--- src/rtl/blink_ctrl.sv ---
// blink_ctrl: drives a single LED through a burst of N on/off blinks.
// A prescaler divides the clock into ticks; a tick counter measures each
// phase in ticks; a remaining-blink counter ends the burst.
// Optional feature macro: BLINK_CTRL_ABORT_EN adds an `abort` input that
// cancels a running burst without a `done` pulse.
module blink_ctrl #(
  parameter int unsigned DIV       = 25000,
  parameter int unsigned ON_TICKS  = 250,
  parameter int unsigned OFF_TICKS = 250,
  parameter int unsigned CNT_W     = 4
) (
  input  logic             clk,
  input  logic             rst,
  input  logic             start,
  input  logic [CNT_W-1:0] n_blinks,
`ifdef BLINK_CTRL_ABORT_EN
  input  logic             abort,
`endif
  output logic             led,
  output logic             busy,
  output logic             done
);

  localparam int unsigned PreW    = (DIV > 1) ? $clog2(DIV) : 1;
  localparam int unsigned TickMax = (ON_TICKS > OFF_TICKS) ? ON_TICKS : OFF_TICKS;
  localparam int unsigned TickW   = (TickMax > 1) ? $clog2(TickMax) : 1;

  localparam logic [PreW-1:0]  PreLast = PreW'(DIV - 1);
  localparam logic [TickW-1:0] OnLast  = TickW'(ON_TICKS - 1);
  localparam logic [TickW-1:0] OffLast = TickW'(OFF_TICKS - 1);

  typedef enum logic [1:0] {StIdle, StOn, StOff} state_e;

  state_e             state_q, state_d;
  logic [PreW-1:0]    presc_q, presc_d;
  logic [TickW-1:0]   tick_q, tick_d;
  logic [CNT_W-1:0]   remain_q, remain_d;
  logic               done_q, done_d;
  logic               abort_req;
  logic               presc_wrap;

`ifdef BLINK_CTRL_ABORT_EN
  assign abort_req = abort;
`else
  assign abort_req = 1'b0;
`endif

  assign presc_wrap = (presc_q == PreLast);

  // Next-state logic: phase sequencing, counters and done pulse.
  always_comb begin
    state_d  = state_q;
    presc_d  = presc_q;
    tick_d   = tick_q;
    remain_d = remain_q;
    done_d   = 1'b0;

    unique case (state_q)
      StIdle: begin
        // abort is ignored here, so start always wins in IDLE
        if (start) begin
          if (n_blinks != '0) begin
            state_d  = StOn;
            remain_d = n_blinks;
            presc_d  = '0;
            tick_d   = '0;
          end else begin
            done_d = 1'b1;
          end
        end
      end

      StOn: begin
        if (abort_req) begin
          state_d  = StIdle;
          presc_d  = '0;
          tick_d   = '0;
          remain_d = '0;
        end else if (presc_wrap) begin
          presc_d = '0;
          if (tick_q == OnLast) begin
            state_d = StOff;
            tick_d  = '0;
          end else begin
            tick_d = tick_q + 1'b1;
          end
        end else begin
          presc_d = presc_q + 1'b1;
        end
      end

      StOff: begin
        if (abort_req) begin
          state_d  = StIdle;
          presc_d  = '0;
          tick_d   = '0;
          remain_d = '0;
        end else if (presc_wrap) begin
          presc_d = '0;
          if (tick_q == OffLast) begin
            tick_d   = '0;
            remain_d = remain_q - 1'b1;
            if (remain_q == CNT_W'(1)) begin
              state_d = StIdle;
              done_d  = 1'b1;
            end else begin
              state_d = StOn;
            end
          end else begin
            tick_d = tick_q + 1'b1;
          end
        end else begin
          presc_d = presc_q + 1'b1;
        end
      end

      default: begin
        state_d  = StIdle;
        presc_d  = '0;
        tick_d   = '0;
        remain_d = '0;
      end
    endcase
  end

  // State register with synchronous active-high reset.
  always_ff @(posedge clk) begin
    if (rst) begin
      state_q  <= StIdle;
      presc_q  <= '0;
      tick_q   <= '0;
      remain_q <= '0;
      done_q   <= 1'b0;
    end else begin
      state_q  <= state_d;
      presc_q  <= presc_d;
      tick_q   <= tick_d;
      remain_q <= remain_d;
      done_q   <= done_d;
    end
  end

  // Outputs decode straight from flops, so they are glitch-free.
  assign led  = (state_q == StOn);
  assign busy = (state_q != StIdle);
  assign done = done_q;

endmodule

--- config.mk ---
export PLATFORM = sky130hd
export DESIGN_NAME = blink_ctrl
export DESIGN_NICKNAME = d
export VERILOG_FILES = /design/src/rtl/blink_ctrl.sv
export SDC_FILE = /design/constraint.sdc
export NUM_CORES = 1
export LEC_CHECK = 0
export CORE_MARGIN = 4
export CORE_UTILIZATION = 39
export DETAILED_ROUTE_END_ITERATION = 12
export SETUP_SLACK_MARGIN = 0.05
export SYNTH_ARGS = -nofsm -noshare
export SYNTH_HDL_FRONTEND = slang
export SYNTH_SLANG_ARGS = --single-unit
--- constraint.sdc ---
create_clock -name clk -period 2.65 [get_ports clk]
set_input_delay 0.53 -clock clk [delete_from_list [all_inputs] [get_ports clk]]
set_output_delay 0.53 -clock clk [all_outputs]
set_load 0.02 [all_outputs]
==> impl_metrics.ini <==
[synth]
seq_area_frac_synth = 0.374
async_flop_share = 0
syn_avg_cell_area_um2 = 8.40
synth_compound_area_frac = 0.145
synth_seq_cells = 30
yosys_warnings = 0
netlist_instances = 191
synth_top_family_by_area = simple AND/OR/NAND/NOR gates
synth_edf_count = 0
synth-simple-area-share = 0.256
synth_area_um2 = 1610
synthAdderAreaFrac = 0.0701
synth_flop_cell = dfxtp_1
synthMuxAreaShare = 0.00624
synth-xor-area-share = 0.115
synth_cell_types = 42
synth_nets = 207

[timing]
finalSetupViolations = 0
hold_viol = 0
relSlewSlack = 0.443
worstMarginPinSlew_ns = 0.824
fmax_ghz = 0.447
period_minus_slack_ns = 2.24
fin_skew_ns = 0.0123
worst_slack_ns = 0.414
drv_slew = 0
tns_ns = 0
rsz0062_at_grt = false
fin_crit_sh = 0.844

[setup_path]
start_kind = flop
rrSetupSlack_ns = 0.43
reg2reg_depth = 5
r2r-end = tick_q[6]$_SDFFE_PP0P_
worstSetupPathType = flop to output pin
arrival_ns = 1.71
end_kind = output pin
worstPathMaxFanout = 4
required_ns = 2.12
rr_startpoint = presc_q[9]$_SDFFE_PP0P_

[die]
die_height_um = 72.2
io_pins = 10
fp.dieW_um = 72.2
rows = 23
core_um2 = 4000
die_area_um2 = 5210
start_util = 0.401

[routing]
route.vias.total = 1347
dr.pass1.iters = 4
drt_iter0_drc = 119
drt-wirelength-per-cell_um = 12.9
drc = 0
vias_per_cell = 5.18
wl_um = 3360
ant_nets = 0

[cts]
post_cts_buffers = 0
htree_levels = 2
clock_latency_ns = 0.28
tritoncts = done
clk_pin_slew_worst_paths_ns = 0.07
cts_sinks = 30
hold_buffers = 0
cts_buffer_depth = 2
cts_resized = 0
cts_buffers = 5
clockRootBuffer = clkbuf_8

[global_routing]
gr-max-usage-layer = met2
grt_use_met1 = 0.181
grt_overflow_total = 0
groute.layer.met3.usage = 0.0596
grtUsageTotal = 0.141
grt_pass1_wl_um = 5680
grt_start_max_net_pins = 17
antenna_found_initial = 0
grt_use_met2 = 0.205
grt_pass1_vias = 1254

[flow_run]
max_cap_viol_count = 0

[placement]
gp_congestion = 0.797
dp_slack_ns = 0.235
placed_cell_area_um2 = 1790
portBuffers = 9
dp.final_hpwl_um = 2410

[min_path]
hp-start = presc_q[1]$_SDFFE_PP0P_
min_to = presc_q[1]$_SDFFE_PP0P_
hold_depth = 2
worstHoldPathType = flop to flop

[cells_and_area]
fin_area_um2 = 1880
insertedDiodeCount = 0
layout_commonest_cell = dfxtp_1
final.fill_count = 398
final_cell_mix = dfxtp_1, nor2_1, nand2_1
final_nets = 225
final_layout_size_suffix_gt1_frac = 0.0810
syn_to_final_growth_pct = 16.9

[power]
p_per_area_nw_per_um2 = 663
power.ir.vdd_worst_mv = 0.260
cellLeakagePower_uw = 0.000665
p_total_uw = 1240

[run_status]
status = finished, final reports clean
[where the power goes]
| part | switching [uW] | internal [uW] | leakage, uW | total, uW |
|---|---|---|---|---|
| Combinational | 205 | 139 | 0.000374 | 344 |
| Sequential | 36.5 | 488 | 0.000243 | 524 |
| Clock | 168 | 209 | 0.0000482 | 377 |
| Total | 410 | 835 | 0.000665 | 1240 |
[cell usage after synthesis (2+ instances only)]
cell	instances	area, um2
dfxtp_1	30	601
nor2_1	29	109
nand2_1	17	63.8
xor2_1	15	131
nand3_1	12	60.1
inv_1	10	37.5
ha_1	9	113
a21oi_1	8	40.0
xnor2_1	6	52.6
nand4_1	5	31.3
nor3_1	4	20.0
o21ai_0	4	20.0
or3_1	4	25.0
a221oi_1	3	26.3
and2_1	2	12.5
and3_1	2	12.5
buf_2	2	10.0
clkbuf_1	2	7.51
nand2b_1	2	12.5
o31ai_1	2	15.0
o41a_1	2	22.5
[cell type report]
cell class	count	area [um2]	share of cell area
clock buffer	7	86.3	0.0460
clock inverter	1	5.00	0.00267
inverter	10	37.5	0.0200
multi-input combinational	147	950	0.506
sequential	30	601	0.320
tap	50	62.6	0.0333
timing repair buffer	15	135	0.0720
[worst max path at each step]
stage,endpoint,depth (start not counted),startpoint
after floorplan,tick_q[6]$_SDFFE_PP0P_,5,presc_q[9]$_SDFFE_PP0P_
after CTS,busy,4,state_q[0]$_SDFFE_PP0P_
after global placement,presc_q[11]$_SDFFE_PP0P_,8,n_blinks[0]
after global routing,remain_q[0]$_SDFFE_PP0P_,5,presc_q[9]$_SDFFE_PP0P_
final,busy,4,state_q[0]$_SDFFE_PP0P_
after detailed placement,presc_q[11]$_SDFFE_PP0P_,8,n_blinks[3]
[logic make-up after synthesis]
logic type / count (synthesis)
DFF: 30
buffers and inverters: 14
adders and majority gates: 9
AOI/OAI and AO/OA: 32
and+or+nand+nor: 84
muxes: 1
xor gates and xnor gates: 21
[worst max-delay path: stages (launching register included)]
cell             delay (ns)
dfxtp_1                0.38
inv_1                  0.08
ha_1                   0.22
inv_1                  0.12
clkdlybuf4s50_1        0.62
[state kept, by name, indices dropped and copies added (netlist names)]
| name | cells |
|---|---|
| done | 1 |
| presc_q | 15 |
| remain_q | 4 |
| state_q | 2 |
| tick_q | 8 |
[layer usage]
metal  up-vias  routed length (um)
li1        706                   -
met2        20                1450
met3         7                 150
met1       614                1690
met5         -                   0
met4         0                  65
[metrics by stage]
stage	util	cells	hold slack, ns
4_1_cts	0.469	260	0.488
2_1_floorplan	-	191	0.449
3_3_place_gp	0.446	252	0.469
3_5_place_dp	0.446	252	0.477
6_report	0.469	260	0.487
5_1_grt	0.469	260	0.523
No activity file was read; power rests on OpenSTA's default activity.
